## config.mk

```make
export PLATFORM = sky130hd
export DESIGN_NAME = lfsr_msg_scheduler
export DESIGN_NICKNAME = d
export VERILOG_FILES = /design/src/rtl/lfsr_msg_scheduler.sv
export SDC_FILE = /design/constraint.sdc
export NUM_CORES = 1
export LEC_CHECK = 0
export ABC_CLOCK_PERIOD_IN_PS = 10800
export CELL_PAD_IN_SITES_DETAIL_PLACEMENT = 1
export CELL_PAD_IN_SITES_GLOBAL_PLACEMENT = 1
export CORE_AREA = 2 2 178 180
export DETAILED_ROUTE_END_ITERATION = 8
export DIE_AREA = 0 0 180 182
export PLACE_DENSITY = 0.76
export SETUP_SLACK_MARGIN = 0.5
export SLEW_MARGIN = 20
export SYNTH_ARGS = -nofsm -noshare
export SYNTH_HDL_FRONTEND = slang
export SYNTH_SLANG_ARGS = --single-unit
```

## constraint.sdc

```tcl
create_clock -name clk -period 10.8 [get_ports clk]
set_input_delay 2.16 -clock clk [delete_from_list [all_inputs] [get_ports clk]]
set_output_delay 2.16 -clock clk [all_outputs]
set_load 0.01 [all_outputs]
```

## src/rtl/lfsr_msg_scheduler.sv

```systemverilog
// lfsr_msg_scheduler: shares one 64-bit XNOR LFSR message generator between
// NUM_REQ requesters. A seed and message total are loaded on start. After
// that, one message per cycle is granted round-robin until the total has
// been issued. Then done is flagged.
// Optional build macro SCHED_PERREQ_CNT_EN adds per-requester grant
// counters on output req_cnt.
module lfsr_msg_scheduler #(
  parameter int NUM_REQ = 4,
  parameter int CNT_W   = 32
) (
  input  logic                     clk,
  input  logic                     rst,
  input  logic                     start,
  input  logic [63:0]              message_seed,
  input  logic [CNT_W-1:0]         total_msgs,
  input  logic [NUM_REQ-1:0]       req,
  output logic [NUM_REQ-1:0]       gnt,
  output logic [63:0]              msg_out,
  output logic [CNT_W-1:0]         issued,
  output logic                     busy,
`ifdef SCHED_PERREQ_CNT_EN
  output logic                     done,
  output logic [NUM_REQ*CNT_W-1:0] req_cnt
`else
  output logic                     done
`endif
);

  localparam int PW = (NUM_REQ > 1) ? $clog2(NUM_REQ) : 1;
  localparam logic [NUM_REQ-1:0] GNT_ONE = NUM_REQ'(1);
  localparam logic [PW-1:0]      PTR_LAST = PW'(NUM_REQ - 1);

  typedef enum logic [1:0] {S_IDLE, S_LOAD, S_RUN, S_DONE} state_t;

  state_t             r_state;
  state_t             w_state_next;
  logic [63:0]        r_seed;
  logic [CNT_W-1:0]   r_total;
  logic [63:0]        r_lfsr;
  logic [PW-1:0]      r_ptr;
  logic [NUM_REQ-1:0] r_gnt;
  logic [63:0]        r_msg;
  logic [CNT_W-1:0]   r_issued;
  logic               w_found;
  logic [PW-1:0]      w_win;
  logic               w_grant;
  logic               w_accept;
  logic [63:0]        w_lfsr_next;

  // XNOR feedback with taps 64,63,61,60. All-ones is the lock-up state.
  assign w_lfsr_next = {r_lfsr[62:0], ~(r_lfsr[63] ^ r_lfsr[62] ^ r_lfsr[60] ^ r_lfsr[59])};

  // Round-robin search: first set req bit at or above the pointer, wrapping.
  always_comb begin : arb
    int            idx;
    logic [PW-1:0] sel;
    // NOTE: every combinational output gets a default first; a path that
    // leaves one unassigned would infer a latch.
    w_found = 1'b0;
    w_win   = '0;
    idx     = 0;
    sel     = '0;
    for (int i = 0; i < NUM_REQ; i++) begin
      idx = int'(r_ptr) + i;
      if (idx >= NUM_REQ) idx = idx - NUM_REQ;
      sel = PW'(idx);
      if (!w_found && req[sel]) begin
        w_found = 1'b1;
        w_win   = sel;
      end
    end
  end

  // Next-state logic, start acceptance, and the grant decision.
  always_comb begin
    w_state_next = r_state;
    w_grant      = 1'b0;
    w_accept     = 1'b0;
    case (r_state)
      S_IDLE, S_DONE: begin
        if (start) begin
          w_accept     = 1'b1;
          w_state_next = S_LOAD;
        end
      end
      S_LOAD: w_state_next = (r_total == '0) ? S_DONE : S_RUN;
      S_RUN: begin
        if (w_found && (r_issued < r_total)) begin
          w_grant = 1'b1;
          if ((r_issued + CNT_W'(1)) == r_total) w_state_next = S_DONE;
        end
      end
      default: w_state_next = S_IDLE;
    endcase
  end

  // State register.
  always_ff @(posedge clk or posedge rst) begin
    // NOTE: sequential state uses non-blocking assignments, so every flop
    // samples pre-edge values regardless of block ordering.
    if (rst) r_state <= S_IDLE;
    else     r_state <= w_state_next;
  end

  // Datapath: capture on start, load the LFSR, issue one message per grant.
  always_ff @(posedge clk or posedge rst) begin
    if (rst) begin
      r_seed   <= '0;
      r_total  <= '0;
      r_lfsr   <= '0;
      r_ptr    <= '0;
      r_gnt    <= '0;
      r_msg    <= '0;
      r_issued <= '0;
    end else begin
      r_gnt <= '0;
      if (w_accept) begin
        r_seed  <= message_seed;
        r_total <= total_msgs;
      end
      if (r_state == S_LOAD) begin
        r_lfsr   <= r_seed;
        r_issued <= '0;
      end
      if (w_grant) begin
        r_gnt    <= GNT_ONE << w_win;
        r_msg    <= r_lfsr;
        r_lfsr   <= w_lfsr_next;
        r_issued <= r_issued + CNT_W'(1);
        r_ptr    <= (w_win == PTR_LAST) ? '0 : w_win + PW'(1);
      end
    end
  end

  assign gnt     = r_gnt;
  assign msg_out = r_msg;
  assign issued  = r_issued;
  assign busy    = (r_state == S_LOAD) || (r_state == S_RUN);
  assign done    = (r_state == S_DONE);

`ifdef SCHED_PERREQ_CNT_EN
  logic [CNT_W-1:0] r_req_cnt [NUM_REQ];

  // Per-requester grant counters, cleared on each load.
  always_ff @(posedge clk or posedge rst) begin
    // NOTE: this small counter array is flop-based and must start at zero,
    // so it is reset element by element; a RAM would not be.
    if (rst) begin
      for (int i = 0; i < NUM_REQ; i++) r_req_cnt[i] <= '0;
    end else if (r_state == S_LOAD) begin
      for (int i = 0; i < NUM_REQ; i++) r_req_cnt[i] <= '0;
    end else if (w_grant) begin
      r_req_cnt[w_win] <= r_req_cnt[w_win] + CNT_W'(1);
    end
  end

  // Flatten the counters, slice i belonging to requester i.
  always_comb begin
    req_cnt = '0;
    for (int i = 0; i < NUM_REQ; i++) req_cnt[i*CNT_W +: CNT_W] = r_req_cnt[i];
  end
`endif

endmodule

```

-- After elaboration in Yosys (flattened, before gate mapping)
Index checks and enable logic that the tools add are counted.
- $add $sub $neg: 9
- order comparisons: 9
- equal/unequal tests: 8
- shift-type cells: 1
- muxes and demuxes: 35
- bitwise gates (word level): 4
- reduce and logical (&&, ||, !) cells: 13
- operator list (cell ; count):
    64-bit 2-to-1 mux ; 2
    32-bit 2-to-1 mux ; 2
    32-bit by 1-bit adder with 32-bit output (second input constant) ; 1
    32-bit == test ; 1
    32-bit zero test ; 1
    32-bit < comparator ; 1
    2-bit 2-to-1 mux ; 12
    1-bit 2-to-1 mux ; 13
    2-bit by 3-bit < comparator with 1-bit output (second input constant) ; 4
    3-bit greater-or-equal comparator (second input constant) ; 3
    1-bit binary-select mux with 2-bit select ; 4
    2-bit by 1-bit subtractor with 2-bit output (second input constant) ; 4
    2-bit by 2-bit adder with 3-bit output (second input constant) ; 2
    2-bit == test (second input constant) ; 3
    2-bit != test (second input constant) ; 3
    2-bit case mux with 3 select lines ; 1
    1-bit logical AND ; 4
    4-bit 2-to-1 mux ; 1
    1-bit by 2-bit << shifter with 4-bit output (first input constant) ; 1
    2-bit by 1-bit adder with 3-bit output (second input constant) ; 1
    2-bit by 3-bit greater-or-equal comparator with 1-bit output (second input constant) ; 1
    1-bit zero test ; 3
    3-bit AND reduction ; 1
    1-bit XOR ; 3
    7 further kinds ; 7
- flip-flop bits (word level): 264
- logic and storage cells: 87

-- Logic depth before layout (Yosys ltp)
Gate-level depths: netlist of run 1.
- depth after elaboration: 18
- gate-level depth with buffers: 13
- depth with buffers taken out: 10

-- Worst setup path after synthesis of run 1
OpenSTA, ideal clock, no wires.
- path kind: input to register
- from: input req[1]
- to: register r_lfsr[63]
- arrival: 3.658 ns
- path slack: 7.006 ns
- stages on the path: 7
- path buffers: 3
- cells stage by stage: nor4_1 > nor3_1 > and4b_1 > clkbuf_1 > clkbuf_1 > clkbuf_1 > o21ai_0
- cells in the longest elaborated chain, start to end: 16
- elaborated cells between the ends (all ways): 23
- those cells by class: mux (15); reduce/logical (8)
- ends and longest elaborated chain (element ; line ; source):
    start: declaration ; 16 ; input logic [NUM_REQ-1:0] req,
    1-bit binary-select mux with 2-bit select ; 67 ; if (!w_found && req[sel]) begin
    1-bit 2-to-1 mux (implied by the code) ; 67 ;
    1-bit 2-to-1 mux ; 67 ;
    1-bit zero test ; 67 ;
    1-bit logical AND ; 67 ;
    1-bit 2-to-1 mux ; 67 ;
    1-bit zero test ; 67 ;
    1-bit logical AND ; 67 ;
    1-bit 2-to-1 mux ; 67 ;
    1-bit zero test ; 67 ;
    1-bit logical AND ; 67 ;
    1-bit 2-to-1 mux (*) ; 67 ;
    1-bit logical AND (*) ; 88 ; if (w_found && (r_issued < r_total)) begin
    1-bit 2-to-1 mux (*) ; 88 ;
    1-bit 2-to-1 mux (*) ; 79 ; case (r_state)
    64-bit 2-to-1 mux or 2-bit nonzero test (tied branches) ; n/a ;
    end signal: assignment ; 122 ; r_lfsr <= r_seed;
    end signal: assignment ; 128 ; r_lfsr <= w_lfsr_next;
    end: declaration ; 39 ; logic [63:0] r_lfsr;
Mark *: on every way between the ends. The rest lies on a longest branch, timed or not. The select of a mux whose other input is x is not followed.
A chain may end at the register's enable or synchronous reset.

-- Worst setup path in the final report of run 1
- from: input req[0]
- to: register r_lfsr[29]
Same word-level chain as after synthesis.

==> impl_metrics.tcl, run 1 <==
set metrics [dict create \
    layout_commonest_cell "dfrtp_1" \
    cp-start-kind "input port" \
    worstHoldEndpoint "msg_out[14]" \
    wl_per_cell_microns 20.1 \
    comb_power_share_pct 37.8 \
    status "finished, final reports clean" \
    peakVddDrop_mv 0.160 \
    skew_ps 9.60 \
    clockBufferDepth 3 \
    dp.cells 1767 \
    min_period_ps 4860 \
    synth_compound_area_share_pct 9.60 \
    syn_to_final_growth_pct 25.8 \
    mappedNetlistNets 1366 \
    vias 9963 \
    worstMarginPinSlew_ps 1010 \
    grt_usage_pct 22.4 \
    ioPinCount 205 \
    synthMuxAreaShare_pct 13.8 \
    netlist.area_leader.share_pct 51.8 \
    path_clk_slew_ps 60 \
    grt_pass1_vias 10700 \
    first_pass_iters 4 \
    clock-sinks 264 \
    netSwitchingFraction_pct 37.1 \
    synth_area_per_cell_sq_um 10.4 \
    synth.area.top_cells "dfrtp_1 (52%), mux2_2 (8.6%), nand2_1 (6.9%)" \
    drc_errors 0 \
    grt_max_degree 142 \
    final_util_pct 51.8 \
    timing.hold.ws_ps 476 \
    holdPathStages 2 \
    reg2reg_depth 9 \
    p_leak_nw 7.00 \
    tns_ps 0 \
    fin_nets 1539 \
    r2r_end "r_state[1]" \
    fin_crit_sh_pct 45.0 \
    yosys.area_share.adder_pct 3.92 \
    synth_seq_cells 264 \
    fp.dieArea_sq_um 32800 \
    clk_latency_ps 570 \
    ys_warn_count 0 \
    maxCapViolCount 0 \
    synth_area_sq_um 12800 \
    fp.dieW_microns 180 \
    fp.coreArea_sq_um 31000 \
    critPathCaptureType "register" \
    rows 65 \
    finalNonFillerCells 1820 \
    avgViaCountPerCell 5.47 \
    root_buffer "clkbuf_16" \
    synth_simple_gate_area_share_pct 14.5 \
    portBuffers 204 \
    crit_arrival_ps 5330 \
    synth_cell_type_count 62 \
    synth_area_leader_cell "dfrtp_1" \
    post_cts_resized 0 \
    synth-xor-area-share_pct 2.81 \
    final_cell_mix "dfrtp_1 (264), nand2_1 (234), clkdlybuf4s50_1 (204)" \
    criticalPathCategory "in -> reg" \
    grt_pass1_wl_microns 59100 \
    die_y_microns 182 \
    drive_gt1_share_pct 11.4 \
    async_flop_share_pct 100 \
    hold_path.startpoint "msg_out[14]" \
    rsz0062_at_grt "false" \
    relSlewSlack_pct 32.7 \
    dpl_cell_area_sq_um 15100 \
    drt_iter0_markers 482 \
    start_util_pct 41.2 \
    yosysSeqAreaShare_pct 51.8 \
    cts_tree "yes" \
    p_int_mw 2.72 \
    r2r-start "issued[0]" \
    crit_fanout 110 \
    synth-edff-count 0 \
    antenna_found_initial 6 \
    cts_setup_buffers 0 \
    fmax_ghz 0.206 \
    cts_hold_buf 0 \
    pwr_density_cell_nw_per_um2 269 \
    synth_top_family_by_area "simple AND/OR/NAND/NOR gates" \
    setup_violations 0 \
    maxSlewViolCount 0 \
    antenna_left 0 \
    worst-r2r-setup-slack_ps 6760 \
    clkPwrFrac_pct 22.8 \
    dp_hpwl_microns 25400 \
    postLayoutCellArea_sq_um 16100 \
    p_switching_mw 1.60 \
    crit_required_ps 11260 \
    grt_overflow_total 0 \
    globalplace.congestion 0.844 \
    hold_viol 0 \
    synthesis.instances 1223 \
    synth-main-ff-cell "dfrtp_1" \
    h-tree-depth 1 \
    cts-buffers-inserted 29 \
    wl_microns 36600 \
    pwr-share-seq_pct 39.4 \
    hold_path.class "reg -> reg" \
]
[synth_stat cells, drive strengths merged (6+ instances only)]
master / instances
and2: 14
nand3b: 6
nor4: 16
nand4: 22
mux2: 97
inv: 47
xor2: 12
o31ai: 15
and4: 12
nand3: 18
ha: 40
nor2: 32
mux2i: 67
dfrtp: 264
nand2: 235
nor3: 8
xnor2: 29
clkbuf: 47
buf: 23
o21ai: 119
a21oi: 27
a31oi: 8
[routing by layer]
metal  global-route usage [%]  part of all wire [%]  vias to the layer above
li1                         -                     -                     4614
met4                     8.46                   4.2                        8
met3                     5.70                   5.9                       77
met1                     28.1                    43                     5026
met5                        0                  0.13                        -
met2                     37.5                    47                      238
[flip-flops by register name, summed over array words and instances (netlist names)]
register / cells
gnt: 4
issued: 32
msg_out: 64
r_lfsr: 64
r_ptr: 2
r_seed: 64
r_state: 2
r_total: 32
[critical path, stage by stage]
cell and delay [ps]:
clkdlybuf4s50_1 540, nor4_1 140, nor3_1 410, and4b_4 770, buf_4 860, nand2_1 210, o21ai_0 160
[power groups by stage]
stage / clock, mW / sequential (mW) / combinational (mW)
6_report: 0.985 / 1.71 / 1.63
5_1_grt: 1.05 / 1.76 / 1.83
4_1_cts: 1.01 / 1.71 / 1.66
3_5_place_dp: 0 / 1.72 / 1.65
3_3_place_gp: 0 / 1.70 / 1.57
2_1_floorplan: 0 / 1.64 / 1.06
[cell families (layout without fill, tap and decap cells)]
family / Yosys count / after routing
and+or+nand+nor: 389 / 389
other: 0 / 1
adders and majority gates: 40 / 40
xor gates and xnor gates: 41 / 41
muxes: 164 / 164
buffers and inverters: 117 / 311
AOI/OAI and AO/OA: 208 / 208
DFF: 264 / 264
[stage by stage]
stage               power (mW)  setup slack, ps
floorplan                 2.70             1370
global placement          3.27             5600
detailed placement        3.36             5390
CTS                       4.38             6000
global route              4.64             5770
finish                    4.32             5940
[how the worst max path moves through the flow]
stage          startpoint          to
2_1_floorplan         rst      gnt[0]
3_3_place_gp       req[0]  r_lfsr[41]
3_5_place_dp       req[0]  r_lfsr[29]
4_1_cts            req[0]  r_lfsr[29]
5_1_grt            req[0]   r_lfsr[5]
6_report           req[0]  r_lfsr[29]
[cell type report]
cell class	count	area [sq um]
diodes	1	2.50
clock buffers	44	852
clock inverters	8	85.1
fillers	3344	14900
inverters	47	184
multi-input cells	842	5720
flip-flops and latches	264	6610
well taps	402	503
repair buffers	212	2100
No activity file was read; power rests on OpenSTA's default activity.
==> run 2: changes to the inputs <==
Settings changed: ABC_CLOCK_PERIOD_IN_PS 10800 to 4870.
Clock period 10.8 ns to 4.87 ns, I/O delays scaled along.
==> impl_metrics.tcl, run 2 (synthesized netlist as in run 1, its figures left out) <==
set metrics [dict create \
    fp.dieArea_sq_um 32800 \
    grt_most_used_layer "met2" \
    peakVddDrop_mv 0.422 \
    wl_per_cell_microns 20.1 \
    fillers 3381 \
    worst-r2r-setup-slack_ps 1150 \
    post_cts_resized 0 \
    start_util_pct 41.2 \
    worstMarginPinSlew_ps 1100 \
    crit_required_ps 5310 \
    clock-sinks 264 \
    syn_to_final_growth_pct 27.0 \
    holdPathStages 2 \
    hold_path.class "reg -> reg" \
    fp.coreArea_sq_um 31000 \
    grt_pass1_wl_microns 58800 \
    cts_setup_buffers 0 \
    crit_start "issued[0]" \
    dpl_cell_area_sq_um 15200 \
    fp.dieW_microns 180 \
    fmax_ghz 0.269 \
    grt_use_met1_pct 27.5 \
    avgViaCountPerCell 5.46 \
    drc_errors 0 \
    clockBufferDepth 3 \
    cts_hold_buf 0 \
    cp-start-kind "register" \
    final_util_pct 52.3 \
    r2r_end "r_state[0]" \
    antenna_found_initial 2 \
    status "finished, final reports clean" \
    hold_path.startpoint "msg_out[5]" \
    cts_tree "yes" \
    globalplace.congestion 0.848 \
    grt_pass1_vias 10800 \
    relSlewSlack_pct 26.8 \
    wl_microns 36700 \
    r2r-start "issued[0]" \
    dp_hpwl_microns 25000 \
    finalWorstSetupSlack_ps 1150 \
    use_met2_pct 38.2 \
    p_total_mw 9.81 \
    timing.hold.ws_ps 477 \
    clk_latency_ps 550 \
    grt_overflow_total 0 \
    rows 65 \
    pwr_density_cell_nw_per_um2 605 \
    multi_input_area_sq_um 5720 \
    drt_iter0_markers 456 \
    postLayoutCellArea_sq_um 16200 \
    fin_nets 1541 \
    vias 9967 \
    grt_usage_pct 22.3 \
    tns_ps 0 \
    dp.cells 1768 \
    grt_max_degree 158 \
    reg2reg_depth 10 \
    fin_crit_sh_pct 76.3 \
    h-tree-depth 1 \
    crit_fanout 11 \
    regArea_sq_um 6610 \
    root_buffer "clkbuf_16" \
    path_clk_slew_ps 60 \
    critPathCaptureType "register" \
    setup_violations 0 \
    p_leak_nw 7.07 \
    antenna_left 0 \
    gr-usage-met3_pct 5.76 \
    final_cell_mix "dfrtp_1 (264), nand2_1 (234), clkdlybuf4s50_1 (204)" \
    ioPinCount 205 \
    die_y_microns 182 \
    maxCapViolCount 0 \
    worstHoldEndpoint "msg_out[5]" \
    first_pass_iters 4 \
    maxSlewViolCount 0 \
    hold_viol 0 \
    rsz0062_at_grt "false" \
    criticalPathCategory "reg -> reg" \
    min_period_ps 3720 \
    crit_arrival_ps 4150 \
    skew_ps 13.5 \
    cts-buffers-inserted 30 \
    finalNonFillerCells 1826 \
    drive_gt1_share_pct 12.0 \
    pre_cts_ws_ps 1190 \
    portBuffers 204 \
    layout_commonest_cell "dfrtp_1" \
]
==> run 2: per-layer routing <==
| metal | share of wire [%] | routed length (microns) |
|---|---|---|
| met1 | 42 | 15300 |
| met2 | 49 | 17900 |
| met3 | 6.5 | 2380 |
| met4 | 3.0 | 1120 |
| met5 | 0.019 | 7 |
==> run 2: critical path: stages (launching register included) <==
cell	delay (ps)
dfrtp_1	460
ha_1	360
nand3_1	110
buf_4	220
nor2_2	370
and4_1	330
xnor2_1	150
or4_1	560
nor4_1	500
a41oi_1	190
a221oi_1	340
==> run 2: worst max-delay path by stage <==
stage | to | cells past startpoint | slack, ps
floorplan | gnt[0] | 1 | 410
global placement | r_state[0] | 10 | 1260
detailed placement | issued[26] | 8 | 1190
CTS | r_state[0] | 10 | 1170
global route | r_state[0] | 10 | 1000
finish | r_state[0] | 10 | 1150
==> run 2: report_power, final <==
| part | internal (mW) | switching [mW] |
|---|---|---|
| clock network | 1.43 | 0.933 |
| logic | 1.72 | 1.95 |
| registers | 3.08 | 0.699 |
| total | 6.23 | 3.58 |
==> run 2: final cells by class <==
type | instances | share of cell area (%)
multi-input combinational | 842 | 35.3
tap | 402 | 3.10
sequential | 264 | 40.8
timing repair buffer | 213 | 13.3
clock inverter | 16 | 1.17
clock buffer | 40 | 5.24
antenna | 2 | 0.0309
inverter | 47 | 1.11
==> run 3: changes to the inputs <==
Settings changed: ABC_CLOCK_PERIOD_IN_PS 4870 to 3540.
Clock period 4.87 ns to 3.54 ns, I/O delays scaled along.
==> impl_metrics.tcl, run 3 (synthesized netlist as in run 1, its figures left out) <==
set metrics [dict create \
    p_total_mw 14.2 \
    crit_fanout 6 \
    portBuffers 204 \
    grt_usage_pct 24.1 \
    start_util_pct 41.2 \
    cp.buffers_inverters 1 \
    dp_hpwl_microns 26900 \
    crit_arrival_ps 3470 \
    worstMarginPinSlew_ps 933 \
    grt_overflow_total 0 \
    rsz0062_at_grt "true" \
    layout_commonest_cell "dfrtp_1" \
    finalNonFillerCells 1879 \
    worstHoldEndpoint "msg_out[54]" \
    p_leak_nw 7.49 \
    min_period_ps 2970 \
    root_buffer "clkbuf_16" \
    pwr-share-seq_pct 36.7 \
    slowest_delay_ps 640 \
    status "finished, final reports clean" \
    grt_pass1_wl_microns 63000 \
    relSlewSlack_pct 37.6 \
    globalplace.congestion 0.906 \
    p_switching_mw 5.28 \
    final_cell_mix "dfrtp_1 (259), nand2_1 (234), clkdlybuf4s50_1 (204)" \
    drc_errors 0 \
    hold_path.startpoint "msg_out[54]" \
    netSwitchingFraction_pct 37.2 \
    dp.cells 1809 \
    r2r_end "r_state[1]" \
    clockBufferDepth 3 \
    peakVddDrop_mv 0.472 \
    critPathSlowestCell "or4_4" \
    h-tree-depth 1 \
    path_clk_slew_ps 70 \
    timing.hold.ws_ps 473 \
    fin_crit_sh_pct 84.0 \
    comb_power_share_pct 40.0 \
    crit_chain "buf_4 -> nand4_1 -> or4_4 -> o31ai_1 -> o21ai_1 -> nor4bb_2 -> nand4_1 -> or4_1 -> nand3_1" \
    avgViaCountPerCell 5.57 \
    cp_top_family "simple AND/OR/NAND/NOR gates" \
    cts_tree "yes" \
    clock-sinks 264 \
    reg2reg_depth 9 \
    vias 10500 \
    drt_iter0_markers 557 \
    worst-r2r-setup-slack_ps 570 \
    critPathCaptureType "register" \
    fillers 3314 \
    drive_gt1_share_pct 16.7 \
    cpMostUsedCell "nand4_1" \
    clk_latency_ps 560 \
    fin_nets 1594 \
    r2r-start "issued[1]" \
    wl_per_cell_microns 21.6 \
    hold_viol 0 \
    p_int_mw 8.91 \
    antenna_left 0 \
    pwr_density_cell_nw_per_um2 837 \
    maxCapViolCount 0 \
    cts-buffers-inserted 30 \
    skew_ps 14.3 \
    maxSlewViolCount 0 \
    finalWorstSetupSlack_ps 566 \
    crit_required_ps 4040 \
    criticalPathCategory "reg -> reg" \
    rows 65 \
    pre_cts_ws_ps 323 \
    wl_microns 40600 \
    fmax_ghz 0.336 \
    grt_max_degree 62 \
    first_pass_iters 5 \
    setup_violations 0 \
    fp.coreArea_sq_um 31000 \
    tns_ps 0 \
    cp-start-kind "register" \
    antenna_found_initial 3 \
    holdPathStages 2 \
    hold_path.class "reg -> reg" \
    syn_to_final_growth_pct 32.9 \
    die_y_microns 182 \
    clkPwrFrac_pct 23.3 \
    fp.dieArea_sq_um 32800 \
    grt_pass1_vias 11300 \
    ioPinCount 205 \
    fp.dieW_microns 180 \
]
[run 3: final cells by class]
type	instances	area [sq um]	area share [%]
well taps	402	503	2.97
inverters	47	180	1.06
diodes	2	5.00	0.0295
clock inverters	15	174	1.03
flip-flops and latches	264	6610	39.0
repair buffers	266	2740	16.2
clock buffers	41	883	5.21
multi-input cells	842	5860	34.5
[run 3: timing repair]
action,in CTS,in global routing
endpoints found under the setup margin,5,161
hold buffers,0,0
pin swaps,2,8
cloned,2,2
resized for setup,8,26
setup buffers,3,5
[run 3: power by group through the flow]
stage | sequential [mW] | clock (mW) | combinational [mW]
finish | 5.21 | 3.30 | 5.68
global route | 5.36 | 3.50 | 6.21
CTS | 5.19 | 3.37 | 5.49
detailed placement | 5.20 | 0 | 5.26
global placement | 5.16 | 0 | 5.02
floorplan | 5.01 | 0 | 3.22
[run 3: worst reg2reg max path, stage by stage (launching register included)]
cell and delay [ps]:
dfrtp_1 400, buf_4 170, nand4_1 230, or4_4 640
o31ai_1 210, o21ai_1 150, nor4bb_2 350, nand4_1 190
or4_1 500, nand3_1 90
[run 3: per-layer routing]
| layer | vias to the layer above | global-route usage (%) | part of all wire (%) |
|---|---|---|---|
| li1 | 4725 | - | - |
| met3 | 72 | 4.29 | 4.9 |
| met1 | 5391 | 31.0 | 43 |
| met4 | 4 | 8.00 | 3.0 |
| met2 | 272 | 41.2 | 49 |
| met5 | - | 0 | 0.067 |
[run 3: per-stage QoR]
step	cell area, sq um	utilization [%]
5_1_grt	16900	54.7
2_1_floorplan	12800	-
3_3_place_gp	15600	50.2
4_1_cts	16700	54.0
6_report	17000	54.7
3_5_place_dp	15600	50.2
[run 3: how the worst max path moves through the flow]
stage	start	end	slack, ps	depth (start not counted)
final	issued[1]	r_state[1]	570	9
after global routing	issued[1]	r_state[1]	440	9
after CTS	issued[24]	r_state[1]	460	8
after detailed placement	req[0]	issued[27]	320	9
after global placement	issued[0]	r_state[1]	450	9
after floorplan	rst	gnt[0]	-650	1
